## src/rtl/comm_rx_demod.sv

```systemverilog
// comm_rx_demod: NRZ line receiver. Hysteresis slicer, start/8 data/stop
// framing (LSB first), byte strobe, error strobes and a 16-bit monitor mux.
// Optional feature macro: COMM_RX_PARITY_EN adds an even-parity symbol
// between the data and the stop symbol.
module comm_rx_demod #(
  parameter int          SAMPLES_PER_BIT = 8,
  parameter logic [15:0] HYST            = 16'h0800
) (
  input  logic        sysclk,
  input  logic        reset,
  input  logic [15:0] sig_from_adc,
  input  logic [1:0]  out_select,
  output logic [7:0]  data_out,
  output logic        data_valid,
  output logic        frame_err,
  output logic        parity_err,
  output logic        busy,
  output logic [15:0] mon_out
);
  localparam int CW = $clog2(SAMPLES_PER_BIT);
  localparam logic [CW-1:0] C_LAST = CW'(SAMPLES_PER_BIT - 1);
  localparam logic [CW-1:0] C_MID  = CW'(SAMPLES_PER_BIT / 2 - 1);
  localparam logic signed [15:0] P_HI = $signed(HYST);
  localparam logic signed [15:0] P_LO = -P_HI;

  typedef enum logic [2:0] {
    S_IDLE,
    S_START,
    S_DATA,
`ifdef COMM_RX_PARITY_EN
    S_PARITY,
`endif
    S_STOP,
    S_BREAK
  } state_t;

  state_t         r_state, w_state;
  logic [CW-1:0]  r_cnt, w_cnt;
  logic [2:0]     r_idx, w_idx;
  logic [7:0]     r_shift, w_shift;
  logic [7:0]     r_data, w_data;
  logic           r_dv, w_dv, r_fe, w_fe;
  logic [7:0]     r_good, w_good, r_err, w_err;
  logic           r_slice, r_slice_q;
  logic [15:0]    r_mon;
  logic           w_sample, w_par_bad;

  assign w_sample = (r_cnt == C_LAST);

`ifdef COMM_RX_PARITY_EN
  logic r_par, w_par, r_pe, w_pe;
  // Even parity: data bits plus parity bit must XOR to zero.
  assign w_par_bad  = ^{r_shift, r_par};
  assign parity_err = r_pe;
`else
  assign w_par_bad  = 1'b0;
  assign parity_err = 1'b0;
`endif

  // Slicer with hysteresis; slice holds inside the dead band. The delayed
  // copy gives the 1->0 edge that arms a start.
  always_ff @(posedge sysclk) begin
    if (reset) begin
      r_slice   <= 1'b1;
      r_slice_q <= 1'b1;
    end else begin
      if ($signed(sig_from_adc) > P_HI)      r_slice <= 1'b1;
      else if ($signed(sig_from_adc) < P_LO) r_slice <= 1'b0;
      r_slice_q <= r_slice;
    end
  end

  // Framer state register and registered strobes/counters.
  always_ff @(posedge sysclk) begin
    if (reset) begin
      r_state <= S_IDLE;
      r_cnt   <= '0;
      r_idx   <= '0;
      r_shift <= '0;
      r_data  <= '0;
      r_dv    <= 1'b0;
      r_fe    <= 1'b0;
      r_good  <= '0;
      r_err   <= '0;
`ifdef COMM_RX_PARITY_EN
      r_par   <= 1'b0;
      r_pe    <= 1'b0;
`endif
    end else begin
      r_state <= w_state;
      r_cnt   <= w_cnt;
      r_idx   <= w_idx;
      r_shift <= w_shift;
      r_data  <= w_data;
      r_dv    <= w_dv;
      r_fe    <= w_fe;
      r_good  <= w_good;
      r_err   <= w_err;
`ifdef COMM_RX_PARITY_EN
      r_par   <= w_par;
      r_pe    <= w_pe;
`endif
    end
  end

  // Next-state logic: symbol timing is counted from the mid-start check so
  // every later symbol is sampled near its centre.
  always_comb begin
    w_state = r_state;
    w_cnt   = r_cnt + 1'b1;
    w_idx   = r_idx;
    w_shift = r_shift;
    w_data  = r_data;
    w_dv    = 1'b0;
    w_fe    = 1'b0;
    w_good  = r_good;
    w_err   = r_err;
`ifdef COMM_RX_PARITY_EN
    w_par   = r_par;
    w_pe    = 1'b0;
`endif
    case (r_state)
      S_IDLE: begin
        w_cnt = '0;
        if (r_slice_q && !r_slice) w_state = S_START;
      end
      S_START: begin
        if (r_cnt == C_MID) begin
          w_cnt   = '0;
          w_idx   = '0;
          w_state = r_slice ? S_IDLE : S_DATA;
        end
      end
      S_DATA: begin
        if (w_sample) begin
          w_cnt          = '0;
          w_shift[r_idx] = r_slice;
          w_idx          = r_idx + 3'd1;
          if (r_idx == 3'd7) begin
`ifdef COMM_RX_PARITY_EN
            w_state = S_PARITY;
`else
            w_state = S_STOP;
`endif
          end
        end
      end
`ifdef COMM_RX_PARITY_EN
      S_PARITY: begin
        if (w_sample) begin
          w_cnt   = '0;
          w_par   = r_slice;
          w_state = S_STOP;
        end
      end
`endif
      S_STOP: begin
        if (w_sample) begin
          w_cnt = '0;
`ifdef COMM_RX_PARITY_EN
          w_pe  = w_par_bad;
`endif
          if (!r_slice) begin
            // Frame error counts once even if parity also failed.
            w_fe    = 1'b1;
            w_err   = r_err + 8'd1;
            w_state = S_BREAK;
          end else begin
            w_state = S_IDLE;
            if (w_par_bad) begin
              w_err = r_err + 8'd1;
            end else begin
              w_data = r_shift;
              w_dv   = 1'b1;
              w_good = r_good + 8'd1;
            end
          end
        end
      end
      S_BREAK: begin
        // A line stuck low must not look like a fresh start edge.
        w_cnt = '0;
        if (r_slice) w_state = S_IDLE;
      end
      default: w_state = S_IDLE;
    endcase
  end

  // Registered debug monitor mux.
  always_ff @(posedge sysclk) begin
    if (reset) begin
      r_mon <= '0;
    end else begin
      case (out_select)
        2'b00:   r_mon <= {8'h00, r_data};
        2'b01:   r_mon <= {15'b0, r_slice};
        2'b10:   r_mon <= sig_from_adc;
        default: r_mon <= {r_good, r_err};
      endcase
    end
  end

  assign data_out   = r_data;
  assign data_valid = r_dv;
  assign frame_err  = r_fe;
  assign busy       = (r_state != S_IDLE);
  assign mon_out    = r_mon;
endmodule

```

## config.mk

```make
export PLATFORM = sky130hd
export DESIGN_NAME = comm_rx_demod
export DESIGN_NICKNAME = d
export VERILOG_FILES = /design/src/rtl/comm_rx_demod.sv
export SDC_FILE = /design/constraint.sdc
export NUM_CORES = 1
export LEC_CHECK = 0
export ABC_AREA = 1
export CAP_MARGIN = 10
export CORE_ASPECT_RATIO = 1.25
export CORE_MARGIN = 2
export CORE_UTILIZATION = 45
export DETAILED_ROUTE_END_ITERATION = 12
export PLACE_DENSITY = 0.81
export SETUP_SLACK_MARGIN = 0.5
export SLEW_MARGIN = 15
export SYNTH_ARGS = -nofsm -noshare
export SYNTH_HDL_FRONTEND = slang
export SYNTH_SLANG_ARGS = --single-unit
export TNS_END_PERCENT = 100
```

## constraint.sdc

```tcl
create_clock -name sysclk -period 3.2 [get_ports sysclk]
set_input_delay 0.96 -clock sysclk [delete_from_list [all_inputs] [get_ports sysclk]]
set_output_delay 0.96 -clock sysclk [all_outputs]
set_load 0.01 [all_outputs]
```

== After elaboration in Yosys (flattened, before gate mapping) ==
Index checks and enable logic that the tools add are counted.
W data, S select, Z words.

* Bits in registers: 61

* Equal/unequal tests: 15
* Add/subtract/negate cells: 4
* Reduce and logical (&&, ||, !) cells: 16
* Bitwise operators: 3
* Mux-type cells: 21
* $lt $le $gt $ge: 4

{| class="wikitable"
|+ Operators by type and width
! cell !! number
|-
| $pmux W16 S3 || 1
|-
| $mux W3 || 11
|-
| $add A8 B1 Y8 const B || 2
|-
| $gt A16 B13 Y1 const B || 1
|-
| $lt A16 B12 Y1 const B || 1
|-
| $pmux W3 S5 || 1
|-
| $ne A2 B2 Y1 const B || 6
|-
| $eq A3 B2 Y1 const B || 3
|-
| $eq A3 B3 Y1 const B || 3
|-
| $pmux W3 S3 || 1
|-
| $reduce_and A3 Y1 || 3
|-
| $bwmux W8 || 1
|-
| $add A3 B1 Y3 const B || 2
|-
| $pmux W3 S2 || 1
|-
| $reduce_and A6 Y1 || 1
|-
| $reduce_or A2 Y1 || 3
|-
| $lt A3 B4 Y1 const B || 1
|-
| $demux W1 S3 || 1
|-
| $eq A3 B1 Y1 const B || 1
|-
| $ge A3 B1 Y1 const B || 1
|-
| $logic_not A3 Y1 || 1
|-
| $mux W1 || 3
|-
| $not A1 Y1 || 3
|-
| $reduce_bool A3 Y1 || 1
|-
| 9 further kinds || 10
|}

== Logic depth before layout (Yosys ltp) ==
Gate-level depths: netlist of run 1.

* Depth in word-level cells: 5
* Depth in mapped cells: 10
* Mapped depth without buffers: 10

== Worst setup path before layout of run 1 ==
Ideal clock, no wire load.

* Path kind: input port to flip-flop
* From: input reset
* To: register r_err[2]
* Cell stages on the path: 5
* Path slack: 1.447 ns
* Arrival time: 1.683 ns
* Setup time: 0.070 ns
* Path through: buf_2 inv_1 clkbuf_1 o21ai_0 a21oi_1

{| class="wikitable"
|+ RTL lines
! what !! line !! text
|-
| start: declaration || 10 || <nowiki>input logic reset,</nowiki>
|-
| end signal: assignment || 98 || <nowiki>r_err <= w_err;</nowiki>
|-
| end: declaration || 43 || <nowiki>logic [7:0] r_good, w_good, r_err, w_err;</nowiki>
|}

== Worst setup path in the final report of run 1 ==
* From: register r_state[1]
* To: output busy

* Longest elaborated chain between the ends: 1

{| class="wikitable"
|+ RTL lines
! what !! line !! text
|-
| start: declaration || 37 || <nowiki>state_t r_state, w_state;</nowiki>
|-
| start signal: assignment || 90 || <nowiki>r_state <= w_state;</nowiki>
|-
| $reduce_bool A3 Y1 || 206 || <nowiki>assign busy = (r_state != S_IDLE);</nowiki>
|-
| end: declaration || 17 || <nowiki>output logic busy,</nowiki>
|}

Every way passes these cells.

==> results of run 1 <==
-- sequential cells by signal, summed over array words and instances, names as in the netlist --
| signal | count |
|---|---|
| data_valid | 1 |
| data_out | 8 |
| frame_err | 1 |
| mon_out | 16 |
| r_err | 8 |
| r_idx | 3 |
| r_cnt | 3 |
| r_slice_q | 1 |
| r_shift | 8 |
| r_good | 8 |
| r_slice | 1 |
| r_state | 3 |
-- path summary, 6_finish.rpt --
path | endpoint | slack [ns] | depth (start not counted)
worst min-delay path | r_cnt[0] | 0.44 | 1
worst min register to register | r_cnt[0] | 0.44 | 1
worst max register to register | r_state[0] | 1.39 | 9
worst max-delay path | busy | 0.63 | 3
-- metrics by stage --
step	total power [W]	std cells	area [um2]	hold slack, ns	setup WS [ns]
2_1_floorplan	0.001167	402	2815	0.4049	1.447
3_3_place_gp	0.001267	524	3328	0.4147	0.8657
3_5_place_dp	0.001280	524	3328	0.4356	0.8093
4_1_cts	0.002003	540	3535	0.4455	0.6319
5_1_grt	0.002105	540	3535	0.4689	0.5141
6_report	0.002002	540	3535	0.4410	0.6317
-- metal layers --
layer	routed length, um	vias up	part of all wire (%)
met2	3358	97	51
met3	390	15	6.0
met4	157	0	2.4
li1	-	1375	-
met5	0	-	0
met1	2633	1212	40
-- cell usage in the layout, fill, tap and decap left out, drive strengths merged, types with 2 or more instances in the layout --
cell type and n:
nor3b 3, nand2 96, a21oi 24, nor3 12, inv 52, clkdlybuf4s50 46, o21ai 31, bufinv 2
buf 3, nand3 20, ha 9, clkinv 3, dfxtp 61, clkbuf 11, nand4 2, o221ai 4
nor2 68
-- cells by family after synthesis --
family / share of synthesized area [%]
other: 0.1332
DFF: 43.38
adders and majority gates: 4.000
AOI/OAI and AO/OA: 12.18
and+or+nand+nor: 30.67
buffers and inverters: 9.644
-- power by group through the flow --
stage	Combinational [W]	Clock, W	Sequential (W)
final	0.000428	0.000731	0.000843
after global placement	0.000410	0	0.000857
after floorplan	0.000323	0	0.000843
after CTS	0.000425	0.000736	0.000842
after global routing	0.000486	0.000770	0.000849
after detailed placement	0.000420	0	0.000860
-- area by class of cell --
cell class,instances,area (um2)
tap,85,106.4
fill,549,2591
inverter,52,195.2
clock buffer,11,131.4
timing repair buffer,49,483.0
sequential,61,1221
multi-input combinational,277,1323
clock inverter,5,75.07
==> impl_metrics.env, run 1 <==
export IMPL_viasPerCell=4.998
export IMPL_clock_skew_ns=0.007663
export IMPL_synth_top_cell_by_area="dfxtp_1"
export IMPL_yosysTopAreaCellShare_pct=43.38
export IMPL_vias=2699
export IMPL_synth_commonest_cells="nand2_1 (93), nor2_1 (66), dfxtp_1 (61)"
export IMPL_wl_per_cell_um=12.11
export IMPL_path_buf_inv=1
export IMPL_ys_seq_area_share_pct=43.38
export IMPL_synthCells=402
export IMPL_pin_count=48
export IMPL_critPathRequiredTime_ns=2.24
export IMPL_cts_sinks=61
export IMPL_cp_start_kind="flip-flop"
export IMPL_grt_pass1_vias=2562
export IMPL_p_clk_share_pct=36.5
export IMPL_cp_max_fo=9
export IMPL_cap_violations=0
export IMPL_crit_type="flip-flop to primary output"
export IMPL_drcViolationCount=0
export IMPL_dpl_hpwl_mm=4.849
export IMPL_post_route_util_pct=57.70
export IMPL_post_cts_resized=0
export IMPL_cts_inserted_buffers=9
export IMPL_io_buffers=46
export IMPL_internal_power_w=0.001399
export IMPL_track_usage_pct=20.29
export IMPL_use_met3_pct=5.550
export IMPL_synth_most_common_cell="nand2_1"
export IMPL_timing_fmax_mhz=389.4
export IMPL_end_kind="primary output"
export IMPL_cts_setup_buffers=0
export IMPL_finalCriticalPeriod_ns=2.568
export IMPL_nets=479
export IMPL_slowest_delay_ns=0.53
export IMPL_die_width_um=74.75
export IMPL_die_h_um=92.43
export IMPL_cts_root_buf="clkbuf_8"
export IMPL_path_clk_slew_ns=0.07
export IMPL_setup_violations=0
export IMPL_p_leak_nw=1.456
export IMPL_core_area_mm2=0.006126
export IMPL_swShare_pct=30.13
export IMPL_crit_chain="nor2_1 > nand2_1 > clkdlybuf4s50_1"
export IMPL_area_delta_synth_final_pct=25.56
export IMPL_wirelength_mm=6.539
export IMPL_grt_max_degree=20
export IMPL_dieArea_mm2=0.006909
export IMPL_synth_avg_cell_area_um2=7.003
export IMPL_grt_use_met2_pct=35.40
export IMPL_pwr_density_cell_mw_per_mm2=566.5
export IMPL_cts_hold_buf=0
export IMPL_holdCritPathClass="flip-flop to flip-flop"
export IMPL_dr_pass1_iters=4
export IMPL_rows=32
export IMPL_r2r_start="r_cnt[0]"
export IMPL_drive_above_1_share_pct=6.154
export IMPL_h_tree_depth=3
export IMPL_final_max_slew_viol_count=0
export IMPL_syn_nets=431
export IMPL_critPathSlowestCell="clkdlybuf4s50_1"
export IMPL_grt_most_used_layer="met2"
export IMPL_power_frac_seq_pct=42.1
export IMPL_grt_setup_unrepaired="false"
export IMPL_grt_pass1_wl_mm=10.86
export IMPL_cp_startpoint="r_state[1]"
export IMPL_post_route_period_util_pct=80.26
export IMPL_synth_edf_count=0
export IMPL_ys_flop_type="dfxtp_1"
export IMPL_cts_buffer_depth=2
export IMPL_crit_family="buffers and inverters"
export IMPL_grtUsageMet1_pct=21.97
export IMPL_synthTopCellsByArea="dfxtp_1 (43%), nand2_1 (12%), nor2_1 (8.8%)"
export IMPL_slew_headroom_pct=65.79
export IMPL_gp_congestion=0.8798
export IMPL_status="finished, final reports clean"
export IMPL_hold_violations=0
export IMPL_yosysUniqueCellTypes=30
export IMPL_synthArstFlopShare_pct=0
export IMPL_drt_iter0_drc=260
export IMPL_final_antenna_net_count=0
export IMPL_clkLatencyLatePin_ns=0.34
export IMPL_initial_core_util_pct=45.96
export IMPL_n_antenna_cell=0
export IMPL_tightest_slew_ns=0.5127
export IMPL_peakVddDrop_mv=0.3433
export IMPL_overflow=0
export IMPL_finalSetupTns_ns=0
export IMPL_worstPathArrival_ns=1.61
export IMPL_hold_path_startpoint="r_cnt[0]"
export IMPL_antenna_found_initial=0
export IMPL_switchingPower_w=0.0006033
export IMPL_ys_ff_latch=61
export IMPL_combinationalPowerShare_pct=21.4
export IMPL_ys_warn_count=0
export IMPL_tritoncts="done"
export IMPL_netlist_area_mm2=0.002815
Note: power is estimated with default switching activity, not from simulation.
==> inputs of run 2 (changes only) <==
--- a/config.mk
+++ b/config.mk
@@ -11,7 +11,7 @@
 export CORE_MARGIN = 2
 export CORE_UTILIZATION = 45
 export DETAILED_ROUTE_END_ITERATION = 12
-export PLACE_DENSITY = 0.81
+export PLACE_DENSITY = 0.83
 export SETUP_SLACK_MARGIN = 0.5
 export SLEW_MARGIN = 15
 export SYNTH_ARGS = -nofsm -noshare
==> constraint.sdc (replaced) <==
create_clock -name sysclk -period 2.2 [get_ports sysclk]
set_input_delay 0.66 -clock sysclk [delete_from_list [all_inputs] [get_ports sysclk]]
set_output_delay 0.66 -clock sysclk [all_outputs]
set_load 0.01 [all_outputs]
==> run 2 against run 1 <==
First-iteration DRC count decreased by 8.8%. Worst setup slack got worse by 0.13 ns. Total power increased by 51%. Sequential share of layout area is 0.49 points lower. Critical path type unchanged. Critical endpoint unchanged.
==> impl_metrics.env, run 2 (same netlist as run 1, synthesis figures left out) <==
export IMPL_multiInputGateArea_mm2=0.001361
export IMPL_finalCriticalPeriod_ns=1.699
export IMPL_clkLatencyLatePin_ns=0.34
export IMPL_wl_per_cell_um=12.58
export IMPL_pwr_density_cell_mw_per_mm2=836.4
export IMPL_rows=32
export IMPL_finalSetupTns_ns=0
export IMPL_cp_start_kind="flip-flop"
export IMPL_post_route_period_util_pct=77.25
export IMPL_viasPerCell=5.059
export IMPL_crit_type="flip-flop to primary output"
export IMPL_cts_hold_buf=0
export IMPL_cts_buffer_depth=2
export IMPL_drt_iter0_drc=237
export IMPL_largest_register_ffs=16
export IMPL_n_antenna_cell=0
export IMPL_final_antenna_net_count=0
export IMPL_final_fill_count=557
export IMPL_cts_sinks=61
export IMPL_final_max_slew_viol_count=0
export IMPL_grt_setup_unrepaired="true"
export IMPL_hold_path_startpoint="r_good[6]"
export IMPL_rrSetupSlack_ns=0.58
export IMPL_grt_max_degree=19
export IMPL_die_width_um=74.75
export IMPL_place_inst=525
export IMPL_setup_violations=0
export IMPL_dr_pass1_iters=5
export IMPL_grt_pass1_wl_mm=11.10
export IMPL_dieArea_mm2=0.006909
export IMPL_layout_cells_non_filler=546
export IMPL_mostFrequentLayoutCells="nand2_1 (93), nor2_1 (63), dfxtp_1 (57), inv_1 (47), o21ai_0 (27)"
export IMPL_dp_slack_ns=0.2064
export IMPL_path_clk_slew_ns=0.07
export IMPL_clock_skew_ns=0.005181
export IMPL_p_leak_nw=1.609
export IMPL_gp_congestion=0.9710
export IMPL_r2r_start="r_cnt[0]"
export IMPL_status="finished, final reports clean"
export IMPL_timing_fmax_mhz=588.4
export IMPL_grt_pass1_vias=2676
export IMPL_dpl_hpwl_mm=4.812
export IMPL_overflow=0
export IMPL_pin_count=48
export IMPL_drive_above_1_share_pct=10.63
export IMPL_peakVddDrop_mv=0.4897
export IMPL_regArea_mm2=0.001231
export IMPL_drcViolationCount=0
export IMPL_core_area_mm2=0.006126
export IMPL_holdCritPathClass="flip-flop to flip-flop"
export IMPL_end_kind="primary output"
export IMPL_worst_slack_ns=0.5006
export IMPL_cp_max_fo=4
export IMPL_wirelength_mm=6.871
export IMPL_cp_startpoint="r_state[1]"
export IMPL_cts_root_buf="clkbuf_8"
export IMPL_h_tree_depth=3
export IMPL_final_common_cell="nand2_1"
export IMPL_critPathRequiredTime_ns=1.54
export IMPL_antenna_found_initial=0
export IMPL_nets=486
export IMPL_worstPathArrival_ns=1.04
export IMPL_die_h_um=92.43
export IMPL_tritoncts="done"
export IMPL_cts_inserted_buffers=9
export IMPL_track_usage_pct=20.68
export IMPL_io_buffers=46
export IMPL_cap_violations=0
export IMPL_hold_violations=0
export IMPL_initial_core_util_pct=45.96
export IMPL_vias=2762
export IMPL_area_delta_synth_final_pct=28.40
==> run 2: cell count changes in the layout (fill, tap and decap cells not counted), moves of 3 or more <==
cell | before | now
dlygate4sd2_1 | 0 | 26
clkdlybuf4s50_1 | 46 | 19
ha_1 | 9 | 6
buf_4 | 3 | 10
dfxtp_1 | 61 | 57
nor2_1 | 66 | 63
==> run 2: final timing paths <==
| check | end | depth (start not counted) |
|---|---|---|
| worst max-delay path | busy | 3 |
| worst max register to register | r_state[0] | 9 |
| worst min register to register | r_good[6] | 2 |
| worst min-delay path | r_good[6] | 2 |
==> run 2: worst max-delay path: stages, from the launching register on <==
cell and delay, ns:
dfxtp_4 0.36, nor2_4 0.14, nand2_1 0.07, clkbuf_2 0.12
==> run 2: area by class of cell <==
class                      count  share of cell area [%]
sequential                    61                   34.06
inverter                      52                   5.642
timing repair buffer          56                   13.78
clock inverter                 4                   2.008
clock buffer                  11                   3.911
multi-input combinational    277                   37.66
tap                           85                   2.942
==> run 2: metal layers <==
| layer | wire (um) | vias to the layer above | part of all wire, % | GRT usage [%] |
|---|---|---|---|---|
| met2 | 3644 | 81 | 53 | 36.87 |
| li1 | - | 1395 | - | - |
| met4 | 158 | 0 | 2.3 | 9.821 |
| met3 | 309 | 19 | 4.5 | 5.767 |
| met1 | 2760 | 1267 | 40 | 21.68 |
| met5 | 0 | - | 0 | 0 |
==> run 2: where the power goes <==
part	switching [W]	internal [W]	leakage (nW)
Sequential	0.0000715	0.00117	0.496
Combinational	0.000408	0.000292	1.01
Clock	0.000422	0.000661	0.105
==> run 2: per-stage QoR <==
| step | hold slack, ns | cell area [um2] | power, W | utilization [%] |
|---|---|---|---|---|
| after floorplan | 0.4049 | 2815 | 0.001697 | - |
| after global placement | 0.4141 | 3336 | 0.001839 | 54.45 |
| after detailed placement | 0.4344 | 3336 | 0.001853 | 54.45 |
| after CTS | 0.4441 | 3537 | 0.002914 | 57.74 |
| after global routing | 0.5140 | 3615 | 0.003196 | 59.01 |
| final | 0.4761 | 3615 | 0.003023 | 59.01 |
==> run 2: repair_timing <==
item,in CTS,in global routing
pin swaps,0,3
resized for setup,36,13
setup buffers,0,6
endpoints found under the setup margin,31,18
